<file path="config.mk">
export PLATFORM = sky130hd
export DESIGN_NAME = sum_up_counter_flat
export DESIGN_NICKNAME = d
export VERILOG_FILES = /design/src/rtl/sum_pkg.sv /design/src/rtl/sum_up_counter_if.sv /design/src/rtl/sum_up_counter.sv /design/src/flat_wrapper.sv
export SDC_FILE = /design/constraint.sdc
export NUM_CORES = 1
export LEC_CHECK = 0
export CAP_MARGIN = 20
export CORE_AREA = 2 2 81 63
export CTS_CLUSTER_DIAMETER = 30
export DETAILED_ROUTE_END_ITERATION = 8
export DIE_AREA = 0 0 83 65
export GPL_TIMING_DRIVEN = 0
export PLACE_DENSITY = 0.51
export SLEW_MARGIN = 20
export SYNTH_ARGS = -nofsm -noshare
export SYNTH_HDL_FRONTEND = slang
export SYNTH_SLANG_ARGS = --single-unit
</file>
<file path="constraint.sdc">
create_clock -name clk -period 2.68 [get_ports clk]
set_input_delay 0.804 -clock clk [delete_from_list [all_inputs] [get_ports clk]]
set_output_delay 0.804 -clock clk [all_outputs]
set_load 0.1 [all_outputs]
</file>
<file path="src/rtl/sum_pkg.sv">
// sum_pkg: shared width default and FSM state encoding for the sum-of-N engine
package sum_pkg;

    localparam int DEFAULT_WIDTH = 4;

    typedef enum logic [1:0] {
        ST_IDLE = 2'd0,
        ST_RUN  = 2'd1,
        ST_DONE = 2'd2
    } state_t;

endpackage

</file>
<file path="src/rtl/sum_up_counter_if.sv">
// sum_up_counter_if: start/done handshake plus count and sum observation bus
interface sum_up_counter_if #(
    parameter int WIDTH     = sum_pkg::DEFAULT_WIDTH,
    parameter int SUM_WIDTH = 2 * WIDTH
);

    logic                 start;
    logic [WIDTH-1:0]     N;
    logic                 busy;
    logic                 done;
    logic [WIDTH-1:0]     count;
    logic [SUM_WIDTH-1:0] sum;

    modport master (output start, N, input busy, done, count, sum);
    modport slave  (input start, N, output busy, done, count, sum);

endinterface

</file>
<file path="src/rtl/sum_up_counter.sv">
// sum_up_counter: counts 1..N after start and accumulates 1+2+..+N, pulsing done at the end
module sum_up_counter
    import sum_pkg::*;
#(
    parameter int WIDTH     = sum_pkg::DEFAULT_WIDTH,
    parameter int SUM_WIDTH = 2 * WIDTH
) (
    input  logic                   clk,
    input  logic                   rst_n,
    sum_up_counter_if.slave        bus
);

    state_t               state_q, state_d;
    logic [WIDTH-1:0]     n_q, n_d;
    logic [WIDTH-1:0]     count_q, count_d;
    logic [SUM_WIDTH-1:0] sum_q, sum_d;
    logic                 busy_q, done_q;
    logic [WIDTH:0]       inc;

    // Next-state logic for the FSM, counter and accumulator; the extra bit of inc keeps the compare exact
    always_comb begin
        state_d = state_q;
        n_d     = n_q;
        count_d = count_q;
        sum_d   = sum_q;
        inc     = {1'b0, count_q} + 1'b1;
        case (state_q)
            ST_IDLE: begin
                if (bus.start) begin
                    n_d     = bus.N;
                    count_d = '0;
                    sum_d   = '0;
                    state_d = (bus.N == '0) ? ST_DONE : ST_RUN;
                end
            end
            ST_RUN: begin
                count_d = inc[WIDTH-1:0];
                sum_d   = sum_q + SUM_WIDTH'(inc);
                state_d = (inc == {1'b0, n_q}) ? ST_DONE : ST_RUN;
            end
            default: state_d = ST_IDLE;
        endcase
    end

    // State registers; busy/done are registered from the next state so they track the state exactly
    always_ff @(posedge clk or negedge rst_n) begin
        if (!rst_n) begin
            state_q <= ST_IDLE;
            n_q     <= '0;
            count_q <= '0;
            sum_q   <= '0;
            busy_q  <= 1'b0;
            done_q  <= 1'b0;
        end else begin
            state_q <= state_d;
            n_q     <= n_d;
            count_q <= count_d;
            sum_q   <= sum_d;
            busy_q  <= (state_d == ST_RUN);
            done_q  <= (state_d == ST_DONE);
        end
    end

    assign bus.busy  = busy_q;
    assign bus.done  = done_q;
    assign bus.count = count_q;
    assign bus.sum   = sum_q;

endmodule

</file>
<file path="src/flat_wrapper.sv">
// flat-port wrapper written by rule: the top's interface ports become plain ports
module sum_up_counter_flat import sum_pkg::*;
#(
    parameter int WIDTH     = sum_pkg::DEFAULT_WIDTH,
    parameter int SUM_WIDTH = 2 * WIDTH
)
  (clk, rst_n, bus_start, bus_N, bus_busy, bus_done, bus_count, bus_sum);
  sum_up_counter_if #(.WIDTH(WIDTH), .SUM_WIDTH(SUM_WIDTH)) bus_i ();
  input  logic clk;
  input  logic rst_n;
  input wire logic [$bits(bus_i.start)-1:0] bus_start;
  input wire logic [$bits(bus_i.N)-1:0] bus_N;
  output wire logic [$bits(bus_i.busy)-1:0] bus_busy;
  output wire logic [$bits(bus_i.done)-1:0] bus_done;
  output wire logic [$bits(bus_i.count)-1:0] bus_count;
  output wire logic [$bits(bus_i.sum)-1:0] bus_sum;
  assign bus_i.start = bus_start;
  assign bus_i.N = bus_N;
  assign bus_busy = bus_i.busy;
  assign bus_done = bus_i.done;
  assign bus_count = bus_i.count;
  assign bus_sum = bus_i.sum;
  sum_up_counter #(.WIDTH(WIDTH), .SUM_WIDTH(SUM_WIDTH)) u_core (.clk(clk), .rst_n(rst_n), .bus(bus_i));
endmodule
</file>
Word level (Yosys, flattened, before mapping) --
Cells that the tools add are included. Widths: inputs -> output; s select.
Word-level totals: word-level logic and storage cells 26, memory bits (writable) 0, output and inout port bits 14, register bits 20, latch bits 0, bits in read-only memories 0, memories 0
Operators by class: bitwise operators 0, div/mod/pow operators 0, multiplexer cells 8, multiply operators 0, magnitude comparators 0, add/sub/neg operators 2, eq/ne operators 5, reduce and logical (&&, ||, !) cells 5, shift-type cells 0
Operator list (number):
- $pmux 8 s2 | 1
- $add 8x5->8 | 1
- $mux 8 | 1
- $pmux 4 s2 | 1
- $mux 2 | 3
- $add 4x1->5 const B | 1
- $eq 5x4->1 | 1
- $eq 2x1->1 const B | 2
- $logic_not 4->1 | 1
- $mux 4 | 1
- $pmux 2 s2 | 1
- $reduce_and 2->1 | 2
- $eq 2x2->1 const B | 1
- $logic_not 2->1 | 1
- $ne 2x2->1 const B | 1
- $reduce_bool 2->1 | 1

Longest topological paths before layout --
Gate-level depths: netlist of the first run.
depth after elaboration 5, depth in mapped cells 8

Least setup slack after synthesis of the first run --
No wires, ideal clock.
kind flip-flop to flip-flop, from register u_core.count_q[2] (netlist: u_core.bus.count[2]), to register u_core.sum_q[5] (netlist: u_core.bus.sum[5]), period minus slack after synthesis 2661 ps, slack 19 ps, required time 2587 ps, buffers on the path 0, stages on the path, launching flop included 8, arrival time 2568 ps, path through dfrtp_1 > nand3_1 > xnor2_1 > ha_1 > nand2_1 > o21ai_0 > o311ai_0 > mux2i_1
Between the ends: word-level cells in the longest chain between the ends 3
Ends and longest elaborated chain:
- from (decl) | RTL line sum_up_counter.sv:15 | logic [WIDTH-1:0] count_q, count_d;
- from (signal assigned) | RTL line sum_up_counter.sv:57 | count_q <= count_d;
- $add 4x1->5 | RTL line sum_up_counter.sv:26 | inc = {1'b0, count_q} + 1'b1;
- $add 8x5->8 | RTL line sum_up_counter.sv:38 | sum_d = sum_q + SUM_WIDTH'(inc);
- $pmux 8 s2 | RTL line sum_up_counter.sv:27 | case (state_q)
- to (signal assigned) | RTL line sum_up_counter.sv:58 | sum_q <= sum_d;
- to (decl) | RTL line sum_up_counter.sv:16 | logic [SUM_WIDTH-1:0] sum_q, sum_d;
No other way between the ends. A chain may end at the register's enable or synchronous reset.

Final worst setup path of the first run --
from register u_core.sum_q[1] (netlist: u_core.bus.sum[1]), to output port bus_sum[1]
RTL lines:
- to (decl) | RTL line flat_wrapper.sv:16 | output wire logic [$bits(bus_i.sum)-1:0] bus_sum;
No word-level cell between the ends.

==> run_results.csv, run 1 <==
group,metric,value,unit
floorplanning,coreArea,4710,sq um
layout,layout.nets,140,
floorplanning,ios,21,
floorplanning,die_w,83,um
detailed_routing,drtIter0Drc,65,
global_routing,grt_pass1_vias,892,
clock_tree,clkSlewWorstSetupHoldPaths,0.08,ns
clock_tree,htreeDepth,1,
detailed_routing,via_count,851,
yosys,synthXorXnorAreaFrac,0.0683,
yosys,synthMuxAreaShare,0.0683,
detailed_routing,wl_per_cell,12.8,um
yosys,synthSimpleGateAreaFrac,0.157,
detailed_routing,ant_nets,0,
sta,fin_tns_setup,0,ns
status,status,"completed",
detailed_routing,drc,0,
sta,finalHoldViolations,0,
sta,fmaxAchievable,382,MHz
clock_tree,cts_tree,"yes",
layout,insertedDiodeCount,0,
sta,setup_violations,0,
setup_path,critical_path_class,"reg2out",
yosys,synth.cell_area,1120,sq um
setup_path,critPathCaptureType,"output port",
floorplanning,dieArea,5400,sq um
global_routing,antenna_found_initial,0,
sta,drv_slew,0,
setup_path,cp_slowest_cell,"clkdlybuf4s50_1",
setup_path,cp.depth,1,
setup_path,worst-path-max-fanout,4,
yosys,synth_top_area_cell,"dfrtp_1",
global_routing,overflow,0,
sta,period_minus_slack,2.62,ns
yosys,synth.yosys.seq_area_share,0.448,
global_routing,grt_first_pass_wirelength,4170,um
clock_tree,cts_root_buf,"clkbuf_8",
floorplanning,rows,22,
detailed_routing,post_drt_via_cell_ratio,4.60,
clock_tree,cts_sinks,20,
sta,rsz0062_at_grt,"false",
placed_design,dp_hpwl,1820,um
floorplanning,fp.dieH,65,um
yosys,synth_compound_area_frac,0.157,
detailed_routing,postRouteWirelength,2370,um
yosys,synth_top_area_share,0.448,
hold_path,hp-class,"reg2reg",
setup_path,reg2reg_depth,7,
layout,final_common_cell,"dfrtp_1",
yosys,synth_cell_types,37,
global_routing,grt_max_degree,21,
clock_tree,cts_buffer_depth,2,
placed_design,numPortBuffers,20,
job,cap_violations,0,
yosys,synth_cells,101,
setup_path,cp_top_family,"buffers and inverters",
clock_tree,cts_made_buffers,3,
yosys,synth_fa_ha_area_frac,0.0851,
layout,final_cell_mix,"20 x dfrtp_1, 16 x clkdlybuf4s50_1, 10 x nand2_1",
hold_path,hold_depth,1,
global_routing,grt_use_total,0.0958,
setup_path,crit_chain,"clkdlybuf4s50_1",
sta,fin_skew,0.00477,ns
yosys,syn_avg_cell_area,11.1,sq um
clock_tree,clkLatencyLatePin,0.26,ns
floorplanning,start_util,0.237,
setup_path,critPathRequiredTime,1.88,ns
yosys,synthTopCellsByArea,"dfrtp_1 45%, ha_1 6.7%, mux2_2 5.0%",
layout,drive_gt1_frac,0.128,
yosys,ys_ff_latch,20,
placed_design,gp_congestion,0.735,
sta,worst_slew_pin_slew,0.979,ns
yosys,yosysWarnings,0,
yosys,synth_top_family_by_area,"compound AO/OA/AOI/OAI gates",
layout,synthToLayoutAreaGrowth,29.5,%
detailed_routing,dr.pass1.iters,4,
setup_path,cp-start-kind,"flop",
yosys,syn-num-nets,115,
setup_path,path_buf_inv,1,
setup_path,crit_arrival,1.81,ns
sta,slew_headroom,0.346,
sta,finalCritPeriodShare,0.977,
setup_path,cpPeakStageDelay,1.15,ns
==> worst register-to-register path, delay by kind of cell, from the launching register on <==
family	cells	cell delay, ns
compound gates	2	0.58
mux	1	0.23
xor+xnor	1	0.27
simple gates	1	0.07
flops	1	0.47
fa+ha+maj	2	0.60
==> routing by layer <==
metal	wire (um)	vias to the layer above	track usage
met1	1160	416	0.125
met3	95	2	0.0318
met2	1100	16	0.159
met4	7	0	0.0123
met5	0	-	0
li1	-	417	-
==> sequential cells by signal, summed over array words and instances, names as in the netlist <==
register and flops:
u_core.n_q 4, u_core.bus.done 1, u_core.bus.count 4, u_core.bus.sum 8
u_core.bus.busy 1, u_core.state_q 2
==> worst paths after layout <==
check	startpoint	endpoint	slack, ns
min reg2reg	u_core.bus.sum[7]	u_core.bus.sum[7]	0.49
min	u_core.bus.sum[7]	u_core.bus.sum[7]	0.49
max in group asynchronous	rst_n	u_core.bus.count[0]	1.05
min in group asynchronous	rst_n	u_core.bus.sum[5]	1.06
max reg2reg	u_core.bus.count[0]	u_core.bus.sum[5]	0.39
max	u_core.bus.sum[1]	bus_sum[1]	0.06
==> per-stage QoR <==
step / util / std cells / hold WS [ns] / instance area, sq um / worst slack [ns]
CTS: 0.307 / 185 / 0.505 / 1440 / 0.00437
detailed placement: 0.296 / 181 / 0.485 / 1390 / 0.236
finish: 0.307 / 185 / 0.492 / 1450 / 0.0621
global route: 0.307 / 185 / 0.534 / 1450 / 0.0000604
floorplan: - / 101 / 0.500 / 1120 / 0.0195
global placement: 0.296 / 181 / 0.477 / 1390 / 0.234
==> area by class of cell <==
class / count / area [sq um]
timing repair buffer: 20 / 199
multi-input combinational: 76 / 598
tap: 60 / 75.1
clock buffer: 4 / 55.1
fill: 490 / 3260
inverter: 5 / 18.8
sequential: 20 / 500
==> cell usage after synthesis (all sizes together) <==
cell	number
a21o	1
nand3b	2
dfrtp	20
o31ai	2
inv	5
and3	1
xor2	3
nor3	4
and2b	1
o21bai	1
o311ai	2
nand2b	1
o211ai	2
o21ai	5
a21oi	1
a31oi	1
nand2	11
a22o	3
o21a	2
nor2	4
o22ai	2
or2	1
a32o	2
mux2	5
ha	6
nand3	2
fa	1
xor3	1
nor3b	1
xnor2	3
or4	1
mux2i	2
nor2b	2
==> repair_timing <==
item,CTS,global route
setup buffers,0,0
hold buffers,0,0
resized for setup,3,1
pin swaps,0,0
endpoints found under the setup margin,3,1
==> kinds of logic (layout without fill, tap and decap cells) <==
group                    count (synthesis)  in the layout
adder cells (fa/ha/maj)                  7              7
buffers and inverters                    5             29
multiplexers                             7              7
AO/OA/AOI/OAI                           24             24
flip-flops                              20             20
AND/OR/NAND/NOR                         31             31
XOR/XNOR                                 7              7
Power of run 1 is not shown: default switching activity piles up to over one toggle a cycle in this logic, so the estimate is an artifact.
==> inputs of run 2 (changes only) <==
==> constraint.sdc (replaced) <==
create_clock -name clk -period 2.9 [get_ports clk]
set_input_delay 0.87 -clock clk [delete_from_list [all_inputs] [get_ports clk]]
set_output_delay 0.87 -clock clk [all_outputs]
set_load 0.1 [all_outputs]
==> run 2 against run 1 <==
Effect of this change:
- critical path depth stayed put
- die area unchanged
- global-route usage decreased by 0.055 points
- critical path type unchanged
- critical endpoint is now bus_count[3]
==> run_results.csv, run 2 (synthesis gave the netlist of run 1 again) <==
group,metric,value,unit
status,status,"completed",
global_routing,grt_pass1_vias,895,
detailed_routing,drtIter0Drc,65,
setup_path,path_buf_inv,1,
sta,worst_slew_pin_slew,0.980,ns
layout,seqCellArea,500,sq um
clock_tree,postCtsSetupBuffers,0,
floorplanning,dieArea,5400,sq um
setup_path,crit_arrival,1.93,ns
detailed_routing,post_drt_via_cell_ratio,4.58,
clock_tree,cts_root_buf,"clkbuf_8",
setup_path,cp_top_family,"buffers and inverters",
detailed_routing,wl_per_cell,12.7,um
global_routing,antenna_found_initial,0,
setup_path,critPathCaptureType,"output port",
sta,rsz0062_at_grt,"false",
layout,synthToLayoutAreaGrowth,29.6,%
floorplanning,die_w,83,um
sta,period_minus_slack,2.80,ns
sta,fmaxAchievable,357,MHz
layout,final_cell_mix,"20 x clkdlybuf4s50_1, 20 x dfrtp_1, 10 x nand2_1",
global_routing,grt_use_total,0.0953,
layout,nFillCells,488,
job,cap_violations,0,
sta,finalCritPeriodShare,0.967,
setup_path,cp-start-kind,"flop",
floorplanning,start_util,0.237,
detailed_routing,dr.pass1.iters,4,
layout,largest_reg_flops,8,
clock_tree,cts.hold.buffers_added,0,
placed_design,dp_hpwl,1820,um
placed_design,numPortBuffers,20,
setup_path,crit_chain,"clkdlybuf4s50_1",
clock_tree,cts_sinks,20,
setup_path,cp_slowest_cell,"clkdlybuf4s50_1",
placed_design,gp_congestion,0.735,
global_routing,grt_max_degree,21,
global_routing,overflow,0,
detailed_routing,ant_nets,0,
floorplanning,fp.dieH,65,um
clock_tree,clkSlewWorstSetupHoldPaths,0.08,ns
detailed_routing,postRouteWirelength,2350,um
clock_tree,cts_buffer_depth,2,
layout,multi_input_area,598,sq um
setup_path,critical_path_class,"reg2out",
layout,drive_gt1_frac,0.128,
floorplanning,coreArea,4710,sq um
sta,fin_skew,0.00710,ns
detailed_routing,drc,0,
setup_path,critPathRequiredTime,2.03,ns
setup_path,worst-path-max-fanout,7,
clock_tree,clkLatencyLatePin,0.26,ns
global_routing,grt_first_pass_wirelength,4150,um
sta,drv_slew,0,
clock_tree,cts_tree,"yes",
clock_tree,htreeDepth,1,
sta,fin_tns_setup,0,ns
layout,insertedDiodeCount,0,
clock_tree,ctsResizeCount,0,
setup_path,cpPeakStageDelay,1.19,ns
clock_tree,cts_made_buffers,3,
floorplanning,ios,21,
floorplanning,rows,22,
sta,slew_headroom,0.344,
sta,finalHoldViolations,0,
layout,layout.nets,140,
hold_path,hp-class,"reg2reg",
detailed_routing,via_count,847,
sta,setup_violations,0,
## run 2: changes by cell type in the layout (fill, tap and decap cells not counted)
cell,previous run,this run
dlygate4sd2_1,3,0
clkdlybuf4s50_1,16,20
dlymetal6s2s_1,1,0
## run 2: area by class of cell
cell class / instances / area share
multi-input cells: 76 / 0.413
flip-flops and latches: 20 / 0.346
repair buffers: 20 / 0.138
well taps: 60 / 0.0519
clock buffers: 4 / 0.0380
inverters: 5 / 0.0130
## run 2: worst paths after layout
| kind | start | cells past startpoint | slack, ns | endpoint |
|---|---|---|---|---|
| worst max-delay path | u_core.bus.count[3] | 1 | 0.1 | bus_count[3] |
| worst min-delay path | u_core.bus.sum[7] | 1 | 0.49 | u_core.bus.sum[7] |
| worst max register to register | u_core.bus.count[0] | 7 | 0.63 | u_core.bus.sum[5] |
| worst min register to register | u_core.bus.sum[7] | 1 | 0.49 | u_core.bus.sum[7] |
| max in group asynchronous | rst_n | 1 | 1.21 | u_core.bus.count[0] |
| min in group asynchronous | rst_n | 1 | 1.12 | u_core.bus.sum[7] |
## run 2: worst register-to-register path: cells and delay by family (launching register included)
| family | cells | cell delay, ns |
|---|---|---|
| mux | 1 | 0.23 |
| fa+ha+maj | 2 | 0.59 |
| simple gates | 1 | 0.07 |
| compound gates | 2 | 0.58 |
| xor+xnor | 1 | 0.27 |
| flops | 1 | 0.46 |
## run 2: metrics by stage
stage / cells / util / cell area (sq um) / worst slack, ns / hold slack (ns)
3_5_place_dp: 181 / 0.296 / 1390 / 0.390 / 0.485
2_1_floorplan: 101 / - / 1120 / 0.239 / 0.500
4_1_cts: 185 / 0.308 / 1450 / 0.0818 / 0.505
5_1_grt: 185 / 0.308 / 1450 / 0.0365 / 0.534
3_3_place_gp: 181 / 0.296 / 1390 / 0.388 / 0.477
6_report: 185 / 0.308 / 1450 / 0.0970 / 0.492
## run 2: per-layer routing
layer / global-route usage / vias up / part of all wire
met5: 0 / - / 0
met4: 0.0123 / 0 / 0.0030
met3: 0.0318 / 2 / 0.040
met2: 0.160 / 16 / 0.47
met1: 0.123 / 414 / 0.49
li1: - / 415 / -
Power of run 2 is left out for the same reason.
